`src/rtl/alu_result_tx.sv`:
```
// ALU result reporter: captures {zero, overflow, result} into one byte and sends it as a UART frame.
// Define ALU_RESULT_TX_PARITY_EN to append an even-parity bit after the data bits.
module alu_result_tx #(
    parameter int N        = 5,
    parameter int DBIT     = 8,
    parameter int SB_TICK  = 16,
    parameter int OVS      = 16,
    parameter int BAUD_DIV = 326
) (
    input  logic         i_clock,
    input  logic         i_reset,
    input  logic [N-1:0] i_alu_Result,
    input  logic         i_overflow_Flag,
    input  logic         i_zero_Flag,
    input  logic         i_send,
    output logic         o_tx,
    output logic         o_tx_busy,
    output logic         o_tx_done,
    output logic [2:0]   o_state
);

    // Handshake: i_send is a level sampled every clock; it is accepted only in IDLE,
    // where o_tx_busy is low. o_tx_done pulses for one cycle as o_tx_busy falls.

    if (N + 2 > DBIT) begin : g_chk_width
        $error("alu_result_tx: N+2 must not exceed DBIT");
    end
    if (BAUD_DIV < 2) begin : g_chk_baud
        $error("alu_result_tx: BAUD_DIV must be at least 2");
    end

    localparam int SMAX = (OVS > SB_TICK) ? OVS : SB_TICK;
    localparam int BW   = $clog2(BAUD_DIV);
    localparam int SW   = (SMAX > 1) ? $clog2(SMAX) : 1;
    localparam int NW   = (DBIT > 1) ? $clog2(DBIT) : 1;

    localparam logic [BW-1:0] BAUD_LAST = BW'(BAUD_DIV - 1);
    localparam logic [SW-1:0] OVS_LAST  = SW'(OVS - 1);
    localparam logic [SW-1:0] SB_LAST   = SW'(SB_TICK - 1);
    localparam logic [NW-1:0] DBIT_LAST = NW'(DBIT - 1);

    typedef enum logic [2:0] {
        IDLE   = 3'd0,
        START  = 3'd1,
        DATA   = 3'd2,
        PARITY = 3'd3,
        STOP   = 3'd4
    } state_t;

    state_t          state;
    logic [BW-1:0]   baud_cnt;
    logic [SW-1:0]   s;
    logic [NW-1:0]   n;
    logic [DBIT-1:0] shreg;
    logic [DBIT-1:0] frame;
    logic            tick;
    logic            tx;
    logic            busy;
    logic            done;
`ifdef ALU_RESULT_TX_PARITY_EN
    logic            par;
`endif

    always_comb begin
        frame         = '0;
        frame[N-1:0]  = i_alu_Result;
        frame[DBIT-2] = i_overflow_Flag;
        frame[DBIT-1] = i_zero_Flag;
    end

    assign tick = (state != IDLE) && (baud_cnt == BAUD_LAST);

    // Held at zero in IDLE so the first bit of a frame gets full length.
    always_ff @(posedge i_clock or negedge i_reset) begin
        if (!i_reset) begin
            baud_cnt <= '0;
        end else if (state == IDLE || baud_cnt == BAUD_LAST) begin
            baud_cnt <= '0;
        end else begin
            baud_cnt <= baud_cnt + BW'(1);
        end
    end

    always_ff @(posedge i_clock or negedge i_reset) begin
        if (!i_reset) begin
            state <= IDLE;
            s     <= '0;
            n     <= '0;
            shreg <= '0;
            tx    <= 1'b1;
            busy  <= 1'b0;
            done  <= 1'b0;
`ifdef ALU_RESULT_TX_PARITY_EN
            par   <= 1'b0;
`endif
        end else begin
            done <= 1'b0;
            case (state)
                IDLE: begin
                    if (i_send) begin
                        shreg <= frame;
                        state <= START;
                        busy  <= 1'b1;
                        tx    <= 1'b0;
                        s     <= '0;
                        n     <= '0;
`ifdef ALU_RESULT_TX_PARITY_EN
                        par   <= ^frame;
`endif
                    end
                end
                START: begin
                    if (tick) begin
                        if (s == OVS_LAST) begin
                            state <= DATA;
                            s     <= '0;
                            n     <= '0;
                            tx    <= shreg[0];
                        end else begin
                            s <= s + SW'(1);
                        end
                    end
                end
                DATA: begin
                    if (tick) begin
                        if (s == OVS_LAST) begin
                            s     <= '0;
                            shreg <= shreg >> 1;
                            if (n == DBIT_LAST) begin
`ifdef ALU_RESULT_TX_PARITY_EN
                                state <= PARITY;
                                tx    <= par;
`else
                                state <= STOP;
                                tx    <= 1'b1;
`endif
                            end else begin
                                n  <= n + NW'(1);
                                tx <= shreg[1];
                            end
                        end else begin
                            s <= s + SW'(1);
                        end
                    end
                end
`ifdef ALU_RESULT_TX_PARITY_EN
                PARITY: begin
                    if (tick) begin
                        if (s == OVS_LAST) begin
                            state <= STOP;
                            s     <= '0;
                            tx    <= 1'b1;
                        end else begin
                            s <= s + SW'(1);
                        end
                    end
                end
`endif
                STOP: begin
                    if (tick) begin
                        if (s == SB_LAST) begin
                            state <= IDLE;
                            s     <= '0;
                            busy  <= 1'b0;
                            done  <= 1'b1;
                        end else begin
                            s <= s + SW'(1);
                        end
                    end
                end
                default: begin
                    state <= IDLE;
                    tx    <= 1'b1;
                    busy  <= 1'b0;
                end
            endcase
        end
    end

    assign o_tx      = tx;
    assign o_tx_busy = busy;
    assign o_tx_done = done;
    assign o_state   = state;

endmodule

```
`config.mk`:
```
export PLATFORM = sky130hd
export DESIGN_NAME = alu_result_tx
export DESIGN_NICKNAME = d
export VERILOG_FILES = /design/src/rtl/alu_result_tx.sv
export SDC_FILE = /design/constraint.sdc
export NUM_CORES = 1
export LEC_CHECK = 0
export CAP_MARGIN = 10
export CORE_MARGIN = 2
export CORE_UTILIZATION = 45
export CTS_BUF_LIST = sky130_fd_sc_hd__clkbuf_16
export DETAILED_ROUTE_END_ITERATION = 7
export GPL_ROUTABILITY_DRIVEN = 1
export PLACE_DENSITY = 0.68
export SLEW_MARGIN = 15
export SYNTH_ARGS = -nofsm -noshare
export SYNTH_HDL_FRONTEND = slang
export SYNTH_SLANG_ARGS = --single-unit
```
`constraint.sdc`:
```
create_clock -name i_clock -period 2.3 [get_ports i_clock]
set_input_delay 0.46 -clock i_clock [delete_from_list [all_inputs] [get_ports i_clock]]
set_output_delay 0.46 -clock i_clock [all_outputs]
set_load 0.1 [all_outputs]
```
==> run_summary.xml, run 1 <==
<?xml version="1.0" encoding="UTF-8"?>
<metrics>
  <group name="synthesis">
    <metric name="avgSynthCellArea" unit="um2">9.661</metric>
    <metric name="seq_area_frac_synth" unit="">0.4422</metric>
    <metric name="count_of_state_elements_after_synthesis" unit="">30</metric>
    <metric name="post_synth_cell_types" unit="">47</metric>
    <metric name="syn_inst" unit="">176</metric>
    <metric name="ys_warn_count" unit="">0</metric>
    <metric name="post_synth_instance_area" unit="mm2">0.001700</metric>
    <metric name="syn_nets" unit="">191</metric>
  </group>
  <group name="worst_setup_path">
    <metric name="setup.worst_path.end_class" unit="">register</metric>
    <metric name="path_delay_family" unit="">simple AND/OR/NAND/NOR gates</metric>
    <metric name="critical_path.max_stage_delay" unit="ns">0.41</metric>
    <metric name="worst-endpoint-arrival" unit="ns">2.30</metric>
    <metric name="critPathKind" unit="">reg2reg</metric>
    <metric name="critPathSlowestCell" unit="">sky130_fd_sc_hd__dfrtp_1</metric>
    <metric name="worst-path-buf-inv" unit="">1</metric>
    <metric name="crit_chain" unit="">inv_1 -&gt; ha_1 -&gt; and4bb_2 -&gt; and3_1 -&gt; a21oi_2 -&gt; nor3_4 -&gt; mux2_2</metric>
    <metric name="crit_start_category" unit="">register</metric>
    <metric name="crit_required" unit="ns">2.46</metric>
    <metric name="critPathMaxFanout" unit="">8</metric>
  </group>
  <group name="clock_network">
    <metric name="cts.path.max_buffers" unit="">2</metric>
    <metric name="post_cts.resized_instances" unit="">0</metric>
    <metric name="number_of_cts_inserted_buffers" unit="">5</metric>
    <metric name="clock_sinks" unit="">30</metric>
    <metric name="cts_tree" unit="">built</metric>
    <metric name="postCtsSetupRepairBufs" unit="">0</metric>
    <metric name="cts_htree_levels" unit="">2</metric>
    <metric name="clkTransAtPathRegs" unit="ns">0.05</metric>
    <metric name="root_buffer_cell" unit="">sky130_fd_sc_hd__clkbuf_16</metric>
    <metric name="clock_insertion_delay_worst_skew" unit="ns">0.28</metric>
    <metric name="postCtsHoldBufs" unit="">0</metric>
  </group>
  <group name="power">
    <metric name="ir_drop_worst_vdd" unit="uV">392.7</metric>
    <metric name="leakagePower" unit="nW">0.9139</metric>
    <metric name="p_per_area" unit="mW/mm2">766.7</metric>
    <metric name="total_power" unit="mW">1.578</metric>
  </group>
  <group name="timing">
    <metric name="grt_setup_unrepaired" unit="">no</metric>
    <metric name="clock-skew-final" unit="ns">0.003768</metric>
    <metric name="timing.final.crit_share" unit="">0.9322</metric>
    <metric name="layout_min_cycle_time" unit="ns">2.144</metric>
    <metric name="achievable-frequency" unit="MHz">466.4</metric>
    <metric name="worst_pin_slew" unit="ns">0.5942</metric>
    <metric name="finalHoldViolCount" unit="">0</metric>
    <metric name="timing.final.max_slew_violations" unit="">0</metric>
    <metric name="timing.slew.headroom" unit="">0.6039</metric>
    <metric name="final-setup-viol-count" unit="">0</metric>
    <metric name="fin_setup_tns" unit="ns">0</metric>
  </group>
  <group name="global_routing">
    <metric name="globalRouteOverflowTotal" unit="">0</metric>
    <metric name="grt_antenna_before_repair" unit="">0</metric>
    <metric name="grt_pass1_vias" unit="">1383</metric>
    <metric name="grt_max_degree" unit="">31</metric>
    <metric name="gr_usage_total" unit="">0.1913</metric>
    <metric name="grt_pass1_wl" unit="mm">6.134</metric>
  </group>
  <group name="die">
    <metric name="site_row_count" unit="">22</metric>
    <metric name="starting_density_of_the_core" unit="">0.4680</metric>
    <metric name="die_w" unit="um">65.47</metric>
    <metric name="io_pins" unit="">16</metric>
    <metric name="die_area" unit="mm2">0.004286</metric>
    <metric name="design.core.area" unit="mm2">0.003633</metric>
    <metric name="chip_height" unit="um">65.47</metric>
  </group>
  <group name="run">
    <metric name="drv.max_cap_violation_count" unit="">0</metric>
  </group>
  <group name="min_path">
    <metric name="hold_path.class" unit="">reg2reg</metric>
  </group>
  <group name="place">
    <metric name="dp_cells" unit="">237</metric>
    <metric name="placed_cell_area" unit="mm2">0.001923</metric>
    <metric name="port-buffer-count" unit="">15</metric>
    <metric name="dp.final_hpwl" unit="mm">2.536</metric>
    <metric name="routabilityCongestion" unit="">0.8124</metric>
  </group>
  <group name="finish">
    <metric name="layout.cells.most_common_list" unit="">sky130_fd_sc_hd__dfrtp_1 (29), sky130_fd_sc_hd__nand2_1 (22), sky130_fd_sc_hd__nor2_1 (16), sky130_fd_sc_hd__inv_1 (10), sky130_fd_sc_hd__o21ai_0 (10)</metric>
    <metric name="syn_to_final_growth" unit="%">21.04</metric>
    <metric name="final_layout_size_suffix_gt1_frac" unit="">0.1786</metric>
    <metric name="layout.core_utilization" unit="">0.5665</metric>
    <metric name="finish.cell_count_without_fillers" unit="">244</metric>
    <metric name="antenna-diode-count" unit="">0</metric>
    <metric name="final_design_area_no_fill" unit="mm2">0.002058</metric>
    <metric name="mostFrequentLayoutCell" unit="">sky130_fd_sc_hd__dfrtp_1</metric>
    <metric name="fin_nets" unit="">211</metric>
  </group>
  <group name="drt">
    <metric name="wl_per_cell" unit="um">14.40</metric>
    <metric name="detail_route.wirelength" unit="mm">3.513</metric>
    <metric name="final_antenna_net_count" unit="">0</metric>
    <metric name="drt_iter0_drc" unit="">62</metric>
    <metric name="vias_after_detailed_routing" unit="">1355</metric>
    <metric name="dr_drc_count" unit="">0</metric>
    <metric name="post_drt_via_cell_ratio" unit="">5.553</metric>
    <metric name="first_pass_iters" unit="">4</metric>
  </group>
  <group name="outcome">
    <metric name="status" unit="">complete, no violations</metric>
  </group>
</metrics>
[cells in the mapped netlist (all sizes together)]
| cell | count | area share |
|---|---|---|
| a22o | 1 | 0.0052 |
| and2 | 2 | 0.0074 |
| xnor2 | 4 | 0.021 |
| clkbuf | 2 | 0.0044 |
| a221oi | 1 | 0.0052 |
| nor3 | 5 | 0.028 |
| and2b | 1 | 0.0044 |
| nand4 | 2 | 0.0074 |
| o31ai | 1 | 0.0044 |
| nand3 | 7 | 0.021 |
| o21ai | 10 | 0.029 |
| inv | 10 | 0.022 |
| a211oi | 2 | 0.012 |
| nor2b | 2 | 0.0074 |
| o211a | 1 | 0.0059 |
| nor2 | 16 | 0.035 |
| nand2b | 2 | 0.0074 |
| nor3b | 2 | 0.0088 |
| or2 | 1 | 0.0037 |
| mux2i | 3 | 0.018 |
| a21o | 2 | 0.0088 |
| buf | 6 | 0.028 |
| a2111oi | 1 | 0.0052 |
| o41ai | 1 | 0.0052 |
| o211ai | 2 | 0.0088 |
| a22oi | 3 | 0.016 |
| o22ai | 1 | 0.0037 |
| and4bb | 2 | 0.015 |
| a211o | 2 | 0.011 |
| xor2 | 5 | 0.026 |
| nand2 | 22 | 0.049 |
| a21oi | 7 | 0.023 |
| ha | 5 | 0.037 |
| and3 | 3 | 0.011 |
| mux2 | 7 | 0.046 |
| dfrtp | 29 | 0.43 |
| dfstp | 1 | 0.015 |
| a21boi | 1 | 0.0044 |
| or3 | 1 | 0.0037 |
[kinds of logic after synthesis]
family,Yosys count,synth area share
buffers and inverters,18,0.05445
and+or+nand+nor,68,0.2082
DFF,30,0.4422
xor gates and xnor gates,9,0.04635
AOI/OAI and AO/OA,36,0.1479
muxes,10,0.06402
adders and majority gates,5,0.03679
[stage by stage]
step	setup WS, ns	hold WS (ns)
floorplan	0.04660	0.1644
global placement	0.2344	0.4738
detailed placement	0.1791	0.4738
CTS	0.1617	0.4893
global route	0.05249	0.5107
finish	0.1559	0.4847
[worst paths after layout]
check                             from  endpoint  slack (ns)  cells after the start
max in group asynchronous      i_reset      o_tx        1.42                      2
max                        baud_cnt[1]  shreg[3]        0.16                      7
min reg2reg                       o_tx      o_tx        0.48                      2
min                               o_tx      o_tx        0.48                      2
max reg2reg                baud_cnt[1]  shreg[3]        0.16                      7
min in group asynchronous      i_reset      s[1]        0.57                      2
[registers in the layout, summed over array words and instances, names as in the netlist]
signal / count
o_state: 3
baud_cnt: 9
n: 3
shreg: 8
s: 4
o_tx_busy: 1
o_tx: 1
o_tx_done: 1
[area by class of cell]
class	count	area (um2)
clock buffer	5	125.1
clock inverter	2	10.01
fill	349	1575
inverter	10	37.54
multi-input combinational	128	855.8
sequential	30	752.0
tap	48	60.06
timing repair buffer	21	217.7
[worst reg2reg max path, delay by kind of cell, from the launching register on]
family / cells / cell delay [ns]
buffers and inverters: 1 / 0.07
muxes: 1 / 0.38
adders and majority gates: 1 / 0.13
DFF: 1 / 0.41
AOI/OAI and AO/OA: 1 / 0.12
and+or+nand+nor: 3 / 0.92
[metal layers]
layer,vias up,track usage,wire (um)
met5,-,0,0
met4,0,0.09375,74
met3,9,0.04452,149
met2,31,0.3214,1797
met1,663,0.2298,1491
li1,652,-,-
[where the power goes]
part           switching [mW]  total (mW)  leakage [nW]  internal, mW
clock                   0.219       0.608        0.0694         0.389
combinational           0.137       0.262         0.484         0.126
sequential             0.0856       0.708         0.361         0.622
No activity file was read; power rests on OpenSTA's default activity.
==> run 2: changes to the inputs <==
--- a/config.mk
+++ b/config.mk
@@ -11,6 +11,7 @@
 export CTS_BUF_LIST = sky130_fd_sc_hd__clkbuf_16
 export DETAILED_ROUTE_END_ITERATION = 7
 export GPL_ROUTABILITY_DRIVEN = 1
+export HOLD_SLACK_MARGIN = 0.1
 export PLACE_DENSITY = 0.68
 export SLEW_MARGIN = 15
 export SYNTH_ARGS = -nofsm -noshare
==> results of run 2 <==
Final layout, timing and power as in run 1 (identical DEF).
